[src/rtl/opb_regbank_pkg.sv]
// Shared types and helpers for the OPB register bank: beat decode, byte lanes, ack state.
package opb_regbank_pkg;

  localparam int WORD_W   = 32;
  localparam int MAX_REGS = 64;

  typedef enum logic {
    ST_IDLE = 1'b0,
    ST_ACK  = 1'b1
  } ack_state_e;

  // OPB numbers byte lanes MSB-first; bit b of the result enables bits [8b+7:8b].
  function automatic logic [3:0] be_to_bytemask(input logic [0:3] be);
    logic [3:0] mask;
    for (int b = 0; b < 4; b++) begin
      mask[3-b] = be[b];
    end
    return mask;
  endfunction

  function automatic logic [31:0] word_index(input logic [31:0] addr, input logic [31:0] base);
    return (addr - base) >> 2;
  endfunction

  function automatic logic [WORD_W-1:0] byte_merge(input logic [WORD_W-1:0] old_w,
                                                   input logic [WORD_W-1:0] new_w,
                                                   input logic [3:0]        mask);
    logic [WORD_W-1:0] w;
    w = old_w;
    for (int b = 0; b < 4; b++) begin
      if (mask[b]) w[8*b +: 8] = new_w[8*b +: 8];
    end
    return w;
  endfunction

endpackage

[src/rtl/opb_regbank_decode.sv]
// Window decode and two-state ack FSM: ack one cycle after a sampled hit, never two in a row.
// Read data is captured in the sample cycle and driven onto the OR-bus only during a read ack.
module opb_regbank_decode
  import opb_regbank_pkg::*;
#(
  parameter logic [31:0] C_BASEADDR = 32'h0110_0300,
  parameter logic [31:0] C_HIGHADDR = 32'h0110_03FF
) (
  input  logic              clk,
  input  logic              rst,
  input  logic [31:0]       abus,
  input  logic              rnw,
  input  logic              select,
  input  logic [WORD_W-1:0] rd_data,
  output logic [31:0]       word_idx,
  output logic              wr_en,
  output logic              xfer_ack,
  output logic [WORD_W-1:0] rd_dbus
);

  ack_state_e        state_q, state_d;
  logic [WORD_W-1:0] rdata_q, rdata_d;
  logic              hit;

  assign hit      = select && (abus >= C_BASEADDR) && (abus <= C_HIGHADDR);
  assign word_idx = word_index(abus, C_BASEADDR);

  always_comb begin
    state_d = state_q;
    rdata_d = '0;
    case (state_q)
      ST_IDLE: begin
        if (hit) begin
          state_d = ST_ACK;
          if (rnw) rdata_d = rd_data;
        end
      end
      ST_ACK:  state_d = ST_IDLE;
      default: state_d = ST_IDLE;
    endcase
  end

  always_ff @(posedge clk) begin
    if (rst) begin
      state_q <= ST_IDLE;
      rdata_q <= '0;
    end else begin
      state_q <= state_d;
      rdata_q <= rdata_d;
    end
  end

  // The master holds address and data until ack, so writes commit in the ack cycle.
  assign xfer_ack = (state_q == ST_ACK);
  assign wr_en    = xfer_ack && hit && !rnw;
  assign rd_dbus  = (xfer_ack && rnw) ? rdata_q : '0;

endmodule

[src/rtl/opb_register_bank.sv]
// OPB slave with C_NUM_REGS software registers: byte-enable writes, readback, write strobes, RO slots.
// Define OPB_REGBANK_COMMIT_EN for shadow registers with an atomic commit word at index C_NUM_REGS.
module opb_register_bank
  import opb_regbank_pkg::*;
#(
  parameter logic [31:0]              C_BASEADDR   = 32'h0110_0300,
  parameter logic [31:0]              C_HIGHADDR   = 32'h0110_03FF,
  parameter int                       C_OPB_AWIDTH = 32,
  parameter int                       C_OPB_DWIDTH = 32,
  parameter int                       C_NUM_REGS   = 8,
  parameter logic [C_NUM_REGS-1:0]    C_RO_MASK    = '0,
  parameter logic [C_NUM_REGS*32-1:0] C_RESET_VALS = '0,
  parameter                           C_FAMILY     = "virtex6"
) (
  input  logic                       OPB_Clk,
  input  logic                       OPB_Rst,
  input  logic [0:C_OPB_AWIDTH-1]    OPB_ABus,
  input  logic [0:3]                 OPB_BE,
  input  logic [0:C_OPB_DWIDTH-1]    OPB_DBus,
  input  logic                       OPB_RNW,
  input  logic                       OPB_select,
  input  logic                       OPB_seqAddr,
  output logic [0:C_OPB_DWIDTH-1]    Sl_DBus,
  output logic                       Sl_xferAck,
  output logic                       Sl_errAck,
  output logic                       Sl_retry,
  output logic                       Sl_toutSup,
  output logic [C_NUM_REGS*32-1:0]   user_data_out,
  input  logic [C_NUM_REGS*32-1:0]   user_data_in,
  output logic [C_NUM_REGS-1:0]      user_wr_strobe
);

  localparam unused_family = C_FAMILY;

  if (C_NUM_REGS < 1 || C_NUM_REGS > MAX_REGS) begin : g_bad_num_regs
    $error("C_NUM_REGS out of range");
  end

  logic [31:0]           word_idx;
  logic                  wr_en;
  logic [WORD_W-1:0]     wr_data, rd_data, rd_dbus;
  logic [3:0]            byte_mask;
  logic [WORD_W-1:0]     regs_q [C_NUM_REGS];
  logic [WORD_W-1:0]     regs_d [C_NUM_REGS];
  logic [C_NUM_REGS-1:0] strobe_q, strobe_d;
  logic                  unused_seq;

  assign unused_seq = OPB_seqAddr;
  assign wr_data    = OPB_DBus;
  assign byte_mask  = be_to_bytemask(OPB_BE);

  opb_regbank_decode #(
    .C_BASEADDR(C_BASEADDR),
    .C_HIGHADDR(C_HIGHADDR)
  ) u_decode (
    .clk     (OPB_Clk),
    .rst     (OPB_Rst),
    .abus    (OPB_ABus),
    .rnw     (OPB_RNW),
    .select  (OPB_select),
    .rd_data (rd_data),
    .word_idx(word_idx),
    .wr_en   (wr_en),
    .xfer_ack(Sl_xferAck),
    .rd_dbus (rd_dbus)
  );

`ifdef OPB_REGBANK_COMMIT_EN
  logic [WORD_W-1:0]     shadow_q [C_NUM_REGS];
  logic [WORD_W-1:0]     shadow_d [C_NUM_REGS];
  logic [C_NUM_REGS-1:0] dirty_q, dirty_d;

  always_comb begin
    regs_d   = regs_q;
    shadow_d = shadow_q;
    dirty_d  = dirty_q;
    strobe_d = '0;
    if (wr_en && (word_idx == 32'(C_NUM_REGS))) begin
      for (int i = 0; i < C_NUM_REGS; i++) begin
        if (dirty_q[i]) regs_d[i] = shadow_q[i];
      end
      strobe_d = dirty_q;
      dirty_d  = '0;
    end
    for (int i = 0; i < C_NUM_REGS; i++) begin
      if (wr_en && !C_RO_MASK[i] && (word_idx == 32'(i))) begin
        shadow_d[i] = byte_merge(shadow_q[i], wr_data, byte_mask);
        dirty_d[i]  = 1'b1;
      end
    end
  end

  always_ff @(posedge OPB_Clk) begin
    if (OPB_Rst) begin
      for (int i = 0; i < C_NUM_REGS; i++) shadow_q[i] <= C_RESET_VALS[32*i +: 32];
      dirty_q <= '0;
    end else begin
      shadow_q <= shadow_d;
      dirty_q  <= dirty_d;
    end
  end
`else
  always_comb begin
    regs_d   = regs_q;
    strobe_d = '0;
    for (int i = 0; i < C_NUM_REGS; i++) begin
      if (wr_en && !C_RO_MASK[i] && (word_idx == 32'(i))) begin
        regs_d[i]   = byte_merge(regs_q[i], wr_data, byte_mask);
        strobe_d[i] = 1'b1;
      end
    end
  end
`endif

  // RO slots are never written, so their output stays at the reset value.
  always_ff @(posedge OPB_Clk) begin
    if (OPB_Rst) begin
      for (int i = 0; i < C_NUM_REGS; i++) regs_q[i] <= C_RESET_VALS[32*i +: 32];
      strobe_q <= '0;
    end else begin
      regs_q   <= regs_d;
      strobe_q <= strobe_d;
    end
  end

  always_comb begin
    rd_data = '0;
    for (int i = 0; i < C_NUM_REGS; i++) begin
      if (word_idx == 32'(i)) begin
`ifdef OPB_REGBANK_COMMIT_EN
        rd_data = C_RO_MASK[i] ? user_data_in[32*i +: 32] : shadow_q[i];
`else
        rd_data = C_RO_MASK[i] ? user_data_in[32*i +: 32] : regs_q[i];
`endif
      end
    end
`ifdef OPB_REGBANK_COMMIT_EN
    if (word_idx == 32'(C_NUM_REGS)) rd_data = WORD_W'(dirty_q);
`endif
  end

  for (genvar g = 0; g < C_NUM_REGS; g++) begin : g_out
    assign user_data_out[32*g +: 32] = regs_q[g];
  end

  assign user_wr_strobe = strobe_q;
  assign Sl_DBus        = rd_dbus;
  assign Sl_errAck      = 1'b0;
  assign Sl_retry       = 1'b0;
  assign Sl_toutSup     = 1'b0;

endmodule

[config.mk]
export PLATFORM = sky130hd
export DESIGN_NAME = opb_register_bank
export DESIGN_NICKNAME = d
export VERILOG_FILES = /design/src/rtl/opb_regbank_pkg.sv /design/src/rtl/opb_regbank_decode.sv /design/src/rtl/opb_register_bank.sv
export SDC_FILE = /design/constraint.sdc
export NUM_CORES = 1
export LEC_CHECK = 0
export ABC_AREA = 1
export CORE_AREA = 4 4 243 245
export DETAILED_ROUTE_END_ITERATION = 16
export DIE_AREA = 0 0 247 249
export PLACE_DENSITY_LB_ADDON = 0.12
export SLEW_MARGIN = 20
export SYNTH_ARGS = -nofsm -noshare
export SYNTH_HDL_FRONTEND = slang
export SYNTH_SLANG_ARGS = --single-unit
export TNS_END_PERCENT = 100
[constraint.sdc]
create_clock -name OPB_Clk -period 4.3 [get_ports OPB_Clk]
set_input_delay 1.29 -clock OPB_Clk [delete_from_list [all_inputs] [get_ports OPB_Clk]]
set_output_delay 1.29 -clock OPB_Clk [all_outputs]
set_load 0.1 [all_outputs]
==> flow_metrics.py <==
metrics = {
    "run_status": {
        "status": "finished, final reports clean",
    },
    "setup_path": {
        "critPathCaptureType": "flop",
        "path_class": "primary input to flop",
        "cp_max_fo": 13,
        "crit_arrival_ps": 4360,
        "reg2reg_depth": 8,
        "worst_ep_required_time_ps": 4700,
        "timing.rr.end": "user_data_out[104]",
        "r2r-start": "u_decode.xfer_ack",
        "start_kind": "primary input",
        "reg2reg_slack_ps": 2500,
    },
    "detailed_routing": {
        "route.vias.total": 14500,
        "drtPass1Iterations": 5,
        "routed_wirelength_um": 63100,
        "antenna_left": 0,
        "viasPerCell": 4.59,
        "wl_per_cell_um": 20.0,
        "remaining_drc_errors": 0,
        "drt-initial-drc-count": 667,
    },
    "floorplan": {
        "rows": 88,
        "start_util_pct": 24.3,
        "die_w_um": 247,
        "dieArea_mm2": 0.0615,
        "die_h_um": 249,
        "io_pins": 629,
        "core_mm2": 0.0571,
    },
    "worst_hold_path": {
        "hold_end": "user_data_out[169]",
        "hold_start": "user_data_out[169]",
        "hold_class": "flop to flop",
        "whs_path_depth": 2,
    },
    "synth": {
        "yosys-top-cells-area": "dfxtp_1 43%, nor2_1 8.0%, a211oi_1 7.7%, nand2_1 7.5%, a21oi_1 7.4%",
        "ys_seq_area_share_pct": 42.8,
        "synth_warnings": 0,
        "synthArstFlopShare_pct": 0,
        "postSynthAreaPerCell_um2": 7.23,
        "synth_common_cells": "297 x dfxtp_1, 296 x nor2_1, 278 x nand2_1",
        "yosysMostFrequentCell": "dfxtp_1",
        "postSynthCellCount": 1921,
        "synth-seq-cells": 297,
        "syn_area_mm2": 0.0139,
        "yosysTopAreaCell": "dfxtp_1",
        "synthFlopType": "dfxtp_1",
        "synth_edf_count": 0,
        "ys_types": 39,
        "synth_top_area_share_pct": 42.8,
    },
    "cts": {
        "post-cts-setup-buffer-count": 0,
        "clockRootBuffer": "clkbuf_16",
        "cts.sinks": 297,
        "htree_levels": 2,
        "cts_tree": "yes",
        "clk_path_buf_depth": 3,
        "path_clk_slew_ps": 60,
        "cts_buffers": 37,
        "clock_latency_ps": 540,
    },
    "sta": {
        "hold_viol": 0,
        "fin_crit_sh_pct": 92.1,
        "tightest_slew_ps": 1130,
        "rsz0062_at_grt": "false",
        "slew_violations": 0,
        "fmax_ghz": 0.253,
        "maxSlewHeadroom_pct": 24.6,
        "min_period_ps": 3960,
        "layout_setup_ws_ps": 340,
        "skew_ps": 6.73,
        "setup_viol": 0,
    },
    "cells_and_area": {
        "nNetsFinal": 2697,
        "area_delta_synth_final_pct": 51.8,
        "drive_gt1_share_pct": 15.8,
        "final_cells": 3160,
    },
    "global_route": {
        "grt_start_max_net_pins": 103,
        "grt_pass1_wl_um": 93400,
        "grt_usage_pct": 20.0,
        "overflow": 0,
        "antenna_found_initial": 3,
        "grt_pass1_vias": 14700,
    },
    "placement": {
        "place.gp.congestion": 0.852,
        "dp_cells": 3094,
        "dpl_worst_slack_ps": -311,
        "port_buffers": 366,
        "place_hpwl_um": 49000,
    },
    "pwr": {
        "power_density_mw_per_mm2": 290,
        "leakagePower_nw": 8.36,
        "ir_drop_v": 0.000196,
        "power_w": 0.00610,
    },
    "job": {
        "cap_violations": 0,
    },
}
[repair_timing]
item | CTS | global route
resized for setup | 0 | 1
setup endpoints to repair | 0 | 12
hold buffers | 0 | 0
[worst max path at each step]
stage / start / to / cells past startpoint
after floorplan: OPB_RNW / Sl_DBus[10] / 3
after global placement: OPB_ABus[23] / u_decode.rdata_q[16] / 22
after detailed placement: OPB_ABus[23] / u_decode.rdata_q[16] / 22
after CTS: OPB_ABus[23] / u_decode.rdata_q[16] / 22
after global routing: OPB_ABus[23] / u_decode.rdata_q[23] / 23
final: OPB_ABus[20] / user_data_out[244] / 17
[report_power, final]
group / internal [W] / total [W] / switching, W
registers: 0.00275 / 0.00275 / 0.00000000000131
logic: 0.000104 / 0.000300 / 0.000196
clock network: 0.00181 / 0.00305 / 0.00124
[cell usage in the layout, fill, tap and decap left out, drive strengths merged]
cell and instances:
nand4 4, clkbuf 53, nor2 345, conb 3, bufinv 1, clkinv 11
nand3 86, a211oi 143, dfxtp 297, nand2 292, and3 1, o211ai 1
inv 181, diode 2, nor3b 4, clkdlybuf4s50 293, buf 230, or3b 1
or2 37, nand3b 5, a21oi 204, o21ai 175, nor3 20, nor4 6
[routing by layer]
metal  GRT usage [%]  routed length, um
met2            32.7              28800
met4            4.36               1220
met5               0                 13
met1            24.4              26400
met3            8.72               6650
[worst max-delay path: stages]
cell and delay (ps):
clkdlybuf4s50_1 530, nor2_4 160, nand2_4 100, nor2_4 150, nor2_1 70, a21oi_1 140
nand3_1 210, buf_4 210, nor3b_1 190, buf_4 150, nand2_4 60, buf_4 160
nor2_4 220, nand2_4 160, nor2_4 310, buf_4 180, a21oi_1 60
[per-stage QoR]
stage	area [um2]	util, %	setup TNS (ps)	hold WS (ps)
final	21100	36.9	0	482
after global routing	21100	36.9	0	507
after CTS	21100	36.9	0	486
after detailed placement	19900	34.8	-21710	472
after global placement	19900	34.8	-16570	469
after floorplan	13900	-	0	917
[flip-flops by register name, indices dropped and copies added (netlist names)]
register and count:
u_decode.rdata_q 32, user_data_out 256, u_decode.xfer_ack 1, user_wr_strobe 8
[final cells by class]
cell class | instances | area [um2]
Sequential cell | 297 | 5950
Inverter | 182 | 683
Fill cell | 5872 | 36100
Tap cell | 765 | 957
Clock inverter | 11 | 83.8
Timing Repair Buffer | 523 | 5600
Antenna cell | 2 | 5.00
Multi-Input combinational cell | 1327 | 6710
Clock buffer | 53 | 1090
[kinds of logic after synthesis]
family                 count (synthesis)  synth area share [%]
AND/OR/NAND/NOR                      801                  26.7
flip-flops                           297                  42.8
other                                  1                0.0270
buffers and inverters                299                  8.93
AO/OA/AOI/OAI                        523                  21.5
No activity file was read; power rests on OpenSTA's default activity.
